$ cat config.mk
export PLATFORM = sky130hd
export DESIGN_NAME = alu_sequencer
export DESIGN_NICKNAME = d
export VERILOG_FILES = /design/src/rtl/alu_sequencer.sv
export SDC_FILE = /design/constraint.sdc
export NUM_CORES = 1
export LEC_CHECK = 0
export CORE_MARGIN = 2
export CORE_UTILIZATION = 35
export CTS_CLUSTER_DIAMETER = 80
export DETAILED_ROUTE_END_ITERATION = 16
export SETUP_SLACK_MARGIN = 0.5
export SYNTH_ARGS = -nofsm -noshare
export SYNTH_HDL_FRONTEND = slang
export SYNTH_SLANG_ARGS = --single-unit
$ cat constraint.sdc
create_clock -name clk -period 1.5 [get_ports clk]
set_input_delay 0.15 -clock clk [delete_from_list [all_inputs] [get_ports clk]]
set_output_delay 0.15 -clock clk [all_outputs]
set_load 0.05 [all_outputs]
$ cat src/rtl/alu_sequencer.sv
// alu_sequencer
//   Initiator side of the calculator ALU interface. Accepts one operation
//   request over a valid/ready handshake, drives a one-hot op and the two
//   operands into the ALU, follows either the single-cycle (add/sub) or the
//   busy-handshaked multi-cycle (mul) protocol, and returns the captured
//   8-bit ALU result over a valid/ready response channel. Divide is rejected
//   and a busy-wait that exceeds TIMEOUT cycles is aborted; both report
//   rsp_err=1 with rsp_result=0.
//
// Ports
//   clk, rst            clock, synchronous active-high reset
//   req_valid/req_ready request handshake
//   req_op              00 add, 01 sub, 10 mul, 11 div
//   req_a, req_b        4-bit two's complement operands
//   rsp_valid/rsp_ready response handshake
//   rsp_result          raw ALU result (0 on error)
//   rsp_err             unsupported op or timeout
//   alu_op              one-hot op: 1000 add, 0100 sub, 0010 mul, 0000 STOP
//   alu_data1/2         ALU operands
//   alu_o, alu_busy     ALU result and multi-cycle busy flag
//
// Parameters
//   TIMEOUT  maximum cycles in any busy-wait state before aborting
//   CW       timeout counter width, 2**CW > TIMEOUT
module alu_sequencer #(
    parameter int TIMEOUT = 32,
    parameter int CW      = 6
) (
    input  logic       clk,
    input  logic       rst,
    input  logic       req_valid,
    output logic       req_ready,
    input  logic [1:0] req_op,
    input  logic [3:0] req_a,
    input  logic [3:0] req_b,
    output logic       rsp_valid,
    input  logic       rsp_ready,
    output logic [7:0] rsp_result,
    output logic       rsp_err,
    output logic [3:0] alu_op,
    output logic [3:0] alu_data1,
    output logic [3:0] alu_data2,
    input  logic [7:0] alu_o,
    input  logic       alu_busy
);

    localparam logic [1:0] OP_MUL = 2'b10;
    localparam logic [1:0] OP_DIV = 2'b11;
    localparam logic [3:0] ALU_STOP = 4'b0000;
    localparam logic [3:0] ALU_MUL  = 4'b0010;
    localparam logic [CW-1:0] TMO = CW'(TIMEOUT);

    typedef enum logic [2:0] {
        IDLE,
        ISSUE,
        CAPT,
        WAIT_HI,
        WAIT_LO,
        RETIRE,
        ABORT,
        RESP
    } state_t;

    state_t        state, state_nx;
    logic [CW-1:0] cnt, cnt_nx;
    logic [1:0]    op_q;
    logic [1:0]    op_sel;
    logic          accept;
    logic          capture;
    logic [3:0]    alu_op_nx;

    function automatic logic [3:0] op_onehot(input logic [1:0] op);
        case (op)
            2'b00:   op_onehot = 4'b1000;
            2'b01:   op_onehot = 4'b0100;
            2'b10:   op_onehot = 4'b0010;
            default: op_onehot = 4'b0000;
        endcase
    endfunction

    // req_ready is only ever high in IDLE, so accept implies state == IDLE.
    assign accept = req_valid && req_ready;
    assign op_sel = accept ? req_op : op_q;

    always_comb begin
        state_nx  = state;
        cnt_nx    = cnt;
        capture   = 1'b0;
        alu_op_nx = ALU_STOP;

        case (state)
            IDLE: begin
                if (accept) begin
                    state_nx = (req_op == OP_DIV) ? RESP : ISSUE;
                end
            end
            ISSUE: begin
                // alu_busy lags alu_op by one edge, so it is not looked at here.
                cnt_nx   = '0;
                state_nx = (op_q == OP_MUL) ? WAIT_HI : CAPT;
            end
            CAPT: begin
                capture  = 1'b1;
                state_nx = RESP;
            end
            WAIT_HI: begin
                if (alu_busy) begin
                    // Each busy-wait state gets its own TIMEOUT budget.
                    state_nx = WAIT_LO;
                    cnt_nx   = '0;
                end else if (cnt == TMO) begin
                    state_nx = ABORT;
                end else begin
                    cnt_nx = cnt + CW'(1);
                end
            end
            WAIT_LO: begin
                if (!alu_busy) begin
                    capture  = 1'b1;
                    state_nx = RETIRE;
                end else if (cnt == TMO) begin
                    state_nx = ABORT;
                end else begin
                    cnt_nx = cnt + CW'(1);
                end
            end
            RETIRE: state_nx = RESP;
            ABORT:  state_nx = RESP;
            RESP: begin
                if (rsp_ready) begin
                    state_nx = IDLE;
                end
            end
            default: state_nx = IDLE;
        endcase

        // Outputs are registered from the next state so they line up with it.
        case (state_nx)
            ISSUE:                   alu_op_nx = op_onehot(op_sel);
            WAIT_HI, WAIT_LO, RETIRE: alu_op_nx = ALU_MUL;
            default:                 alu_op_nx = ALU_STOP;
        endcase
    end

    always_ff @(posedge clk) begin
        if (rst) begin
            state      <= IDLE;
            cnt        <= '0;
            op_q       <= '0;
            req_ready  <= 1'b0;
            rsp_valid  <= 1'b0;
            rsp_result <= '0;
            rsp_err    <= 1'b0;
            alu_op     <= ALU_STOP;
            alu_data1  <= '0;
            alu_data2  <= '0;
        end else begin
            state     <= state_nx;
            cnt       <= cnt_nx;
            req_ready <= (state_nx == IDLE);
            rsp_valid <= (state_nx == RESP);
            alu_op    <= alu_op_nx;

            if (accept) begin
                op_q       <= req_op;
                alu_data1  <= req_a;
                alu_data2  <= req_b;
                rsp_result <= '0;
                rsp_err    <= (req_op == OP_DIV);
            end

            if (capture) begin
                rsp_result <= alu_o;
            end

            if (state_nx == ABORT) begin
                rsp_result <= '0;
                rsp_err    <= 1'b1;
            end
        end
    end

endmodule

# Word level (Yosys, flattened, before mapping)
# Cells that the tools add are included.
word_totals:
  ff_bits: 34
  wordCells: 62
  latchBits: 0
  n_memories: 0
  ramBits: 0
  rom_bits: 0
  output_inout_bits: 23
op_classes:
  div_mod_pow: 0
  order_cmp: 0
  mul: 0
  mux: 21
  add_sub_neg: 1
  eq_ne: 19
  bitwise_logic: 0
  shifts: 0
  reduce_logical: 11
ops:
  columns: ["op", "n"]
  rows:
  - ["$eq 3x3->1 const B", 8]
  - ["$mux 3", 6]
  - ["$mux 6", 3]
  - ["$pmux 3 s6", 1]
  - ["$pmux 6 s3", 1]
  - ["$mux 8", 2]
  - ["$pmux 4 s3", 1]
  - ["$eq 3x2->1 const B", 3]
  - ["$pmux 4 s2", 1]
  - ["$add 6x1->6 const B", 1]
  - ["$eq 2x2->1 const B", 3]
  - ["$eq 3x1->1 const B", 2]
  - ["$eq 6x6->1 const B", 1]
  - ["$logic_not 3->1", 2]
  - ["$reduce_or 3->1", 2]
  - ["$mux 1", 4]
  - ["$reduce_bool 2->1", 2]
  - ["$reduce_bool 3->1", 1]
  - ["$eq 2x1->1 const B", 1]
  - ["$logic_not 2->1", 1]
  - ["$mux 2", 1]
  - ["$ne 2x2->1 const B", 1]
  - ["$pmux 1 s2", 1]
  - ["$reduce_and 2->1", 1]
  - ["other kinds (2)", 2]

# Logic depth before layout (Yosys ltp)
logic_depth:
  word_depth: 7
  ltp_mapped: 6
  mapped_depth_nobuf: 6

# Least setup slack after synthesis
# OpenSTA, ideal clock, no wires.
synth_path:
  kind: "register to register"
  startpoint: "reg req_ready"
  endpoint: "reg rsp_result[0]"
  stages_incl_launch_ff: 6
  required_time_ps: 1367
  setup_slack_ps: -294
  synth_period_minus_slack_ps: 1794
  t_arrival_ps: 1661
  n_path_buf: 0
  path_cell_list: "dfxtp_1 nand4_1 o21ai_0 o221ai_2 o31ai_4 a21oi_1"
synth_via:
  elab_chain_cells: 5
synth_rtl:
  columns: ["item", "line_no", "rtl"]
  rows:
  - ["start, declared", "32", "output logic req_ready,"]
  - ["start signal, assigned", "160", "req_ready <= (state_nx == IDLE);"]
  - ["$logic_and 1x1->1 (*)", "82", "assign accept = req_valid && req_ready;"]
  - ["$mux 3", "93", "if (accept) begin"]
  - ["$pmux 3 s6", "91", "case (state)"]
  - ["$eq 3x3->1", "176", "if (state_nx == ABORT) begin"]
  - ["$reduce_or 2->1 (no source line)", null, null]
  - ["end signal, assigned", "173", "rsp_result <= alu_o;"]
  - ["end, declared", "38", "output logic [7:0] rsp_result,"]
# Every way passes the cells marked *; elsewhere a longest branch is shown, timed or not.
# A chain may end at the register's enable or synchronous reset.

# Worst setup path in the final report
layout_path:
  startpoint: "reg cnt[4]"
  endpoint: "reg rsp_err"
layout_via:
  elab_chain_cells: 6
layout_rtl:
  columns: ["item", "line_no", "rtl"]
  rows:
  - ["start, declared", "65", "logic [CW-1:0] cnt, cnt_nx;"]
  - ["start signal, assigned", "159", "cnt <= cnt_nx;"]
  - ["$eq 6x6->1 (*)", "111, 121", null]
  - ["$mux 3 (*)", "111, 121", null]
  - ["$mux 3, on equally long branches", "118, 107", null]
  - ["$pmux 3 s6 (*)", "91", null]
  - ["$eq 3x3->1 (*)", "176", null]
  - ["$mux 1 / $reduce_bool 2->1 (equally long branches)", null, null]
  - ["end signal, assigned", "169", "rsp_err <= (req_op == OP_DIV);"]
  - ["end, declared", "39", "output logic rsp_err,"]
# Marks and branches as above.

==> flow_summary.toml <==
[power_and_ir_drop]
power_density_nw_per_um2 = 1854
ir_drop_v = 0.0007860
total_power_mw = 5.281
p_leak_nw = 1.144

[critical_path]
start_kind = "register"
crit_path_max_incr_delay_ns = 0.36
path_class = "reg -> reg"
endpoint_kind = "register"
cp_top_family = "simple AND/OR/NAND/NOR gates"
worstPathArrival_ns = 1.91
critPathBufInv = 1
cpMaxStageDelayCell = "dfxtp_4"
path_max_fanout = 4
worstReg2RegStart = "cnt[4]"
crit_path_start = "cnt[4]"
path_cells = "nor4b_4 > and3_4 > o221ai_4 > buf_6 > o311a_1 > nor2_1"
cp.required_ns = 1.74

[run_status]
violations = "negative setup slack"
status = "complete, but fails checks"

[synthesis]
synth-compound-area-share = 0.2056
async_flop_share = 0
syn_area_um2 = 1607
syn_nets = 210
synth.area.mux_share = 0.01947
synth_xor_area_frac = 0.005452
yosysUniqueCellTypes = 54
synth_flop_cell = "dfxtp_1"
synth_area_per_cell_um2 = 8.684
yosys.area_share.adder = 0.01558
synth_top_family_by_area = "simple AND/OR/NAND/NOR gates"
synth_edf_count = 0
synth_top_area_share = 0.4112
synth-simple-area-share = 0.2889
ys_ff_latch = 33
synth_cells = 185
synth_top_area_cell = "dfxtp_1"
yosys-top-cells-area = "dfxtp_1 41%, nand2_1 7.7%, a21oi_1 6.9%"
yosysSeqAreaShare = 0.4112
synth_common_cells = "33 x dfxtp_1, 33 x nand2_1, 22 x a21oi_1"
yosys_warnings = 0

[sta]
rsz0062_at_grt = "true"
worst_slack_ns = -0.1727
hold_viol = 0
worst_clock_skew_ns = 0.004734
setup-tns-final_ns = -2.096
finalCritPeriodShare = 1.115
finalCriticalPeriod_ns = 1.673
setup_violations = 17
finalMaxSlewViolations = 0
max_freq_ghz = 0.5978

[routing]
drc = 0
vias = 1623
first_pass_iters = 4
detail_route.iter0.violations = 41
wl_um = 4474
final_antenna_net_count = 0
vias_per_cell = 4.963
wire_per_inst_um = 13.68

[floorplanning]
die_h_um = 71.75
io_pins = 46
row_count = 24
die_width_um = 71.75
start_util = 0.3664
dieArea_um2 = 5148
core_area_um2 = 4384

[placed_design]
place_hpwl_um = 3075
portBuffers = 44
gp_congestion = 0.7593
dpl.cell_count = 309

[clock_network]
clock_sinks = 33
cts_tree = "done"
ctsHoldBuffers = 0
cts_root_buffer = "clkbuf_8"
clk_pin_slew_ns = 0.07
cts-buffers-inserted = 5
clk_path_buf_depth = 2
cts-htree-levels = 2
clkLatencyLatePin_ns = 0.29

[global_route]
grt_pass1_vias = 1512
grt_overflow = 0
track_usage = 0.1750
grt_max_degree = 18
grt_pass1_wl_um = 6989
grt_antenna_before_repair = 0

[final_layout]
fillers = 373
register_area_um2 = 684.4
layout.nets = 299
diodes = 0
area_delta_synth_final_pct = 77.34
utilization = 0.6498
drive_above_1_share = 0.4982
multi_input_area_um2 = 1114
instances_no_fill = 327

[flow_run]
maxCapViolations = 0

[min_path]
hold_path_class = "in -> reg"
min_from = "alu_o[6]"
[cells by family after synthesis]
group | Yosys count
AOI/OAI and AO/OA | 47
and+or+nand+nor | 84
buffers and inverters | 14
DFF | 33
other | 1
xor gates and xnor gates | 1
adders and majority gates | 2
muxes | 3
[cells in the final DEF, fill, tap and decap left out, types with 2 or more instances in the layout]
cell type	instances
nand2_1	23
buf_8	2
a21oi_2	8
a21o_1	2
o31ai_4	2
nand2_4	4
nor3_2	2
dfxtp_1	22
clkbuf_8	6
and2_4	2
nor3b_1	3
a21bo_1	2
clkdlybuf4s50_1	21
o21ai_0	5
inv_1	3
buf_6	23
dfxtp_4	4
buf_4	43
nor4b_4	2
and3_4	2
nand3_1	10
nor2b_1	2
nor2_1	10
a21oi_1	14
inv_2	2
dfxtp_2	7
nand2_2	7
[where the power goes]
group	switching, mW	internal, mW	total [mW]	leakage, nW
clock network	0.333	0.541	0.874	0.0585
logic	1.59	1.54	3.13	0.811
registers	0.191	1.09	1.28	0.274
[state kept, by name (all words and copies together) (netlist names)]
| name | flops |
|---|---|
| alu_data1 | 4 |
| rsp_err | 1 |
| alu_op | 3 |
| state | 3 |
| rsp_result | 8 |
| op_q | 2 |
| req_ready | 1 |
| rsp_valid | 1 |
| alu_data2 | 4 |
| cnt | 6 |
[area by class of cell]
| cell class | count | area share |
|---|---|---|
| inverter | 5 | 0.006588 |
| clock inverter | 1 | 0.01054 |
| sequential | 33 | 0.2402 |
| multi-input combinational | 138 | 0.3909 |
| tap | 52 | 0.02284 |
| clock buffer | 7 | 0.03030 |
| timing repair buffer | 91 | 0.2986 |
[repair_timing]
item | CTS | global route
endpoints found under the setup margin | 34 | 48
buffers inserted | 4 | 6
cloned | 0 | 0
pin swaps | 7 | 6
gates resized for setup | 34 | 44
[worst min-delay path, cell delays in order]
cell and delay (ns):
clkdlybuf4s50_1 0.39, nand2_1 0.06, a21oi_1 0.05
[worst paths after layout]
check | to | slack [ns] | cells after the start
setup / recovery | rsp_err | -0.17 | 6
hold / removal | rsp_result[6] | 0.40 | 3
setup reg to reg | rsp_err | -0.17 | 6
hold reg to reg | alu_data1[0] | 0.45 | 2
[stage by stage]
step                instance area [µm²]  worst slack (ns)  hold slack (ns)
floorplan                          1727          -0.02252           0.2844
global placement                   2361           -0.3756           0.4435
detailed placement                 2361           -0.4064           0.4482
CTS                                2630           -0.1498           0.3986
global route                       2849           -0.2677           0.4081
finish                             2849           -0.1727           0.3960
[metal layers]
layer	share of wire	wire, µm	GRT usage	vias up
li1	-	-	-	829
met1	0.45	2011	0.2258	755
met2	0.48	2149	0.2809	33
met3	0.056	249	0.04782	6
met4	0.015	65	0.06289	0
met5	0	0	0	-
Note: power is estimated with default switching activity, not from simulation.
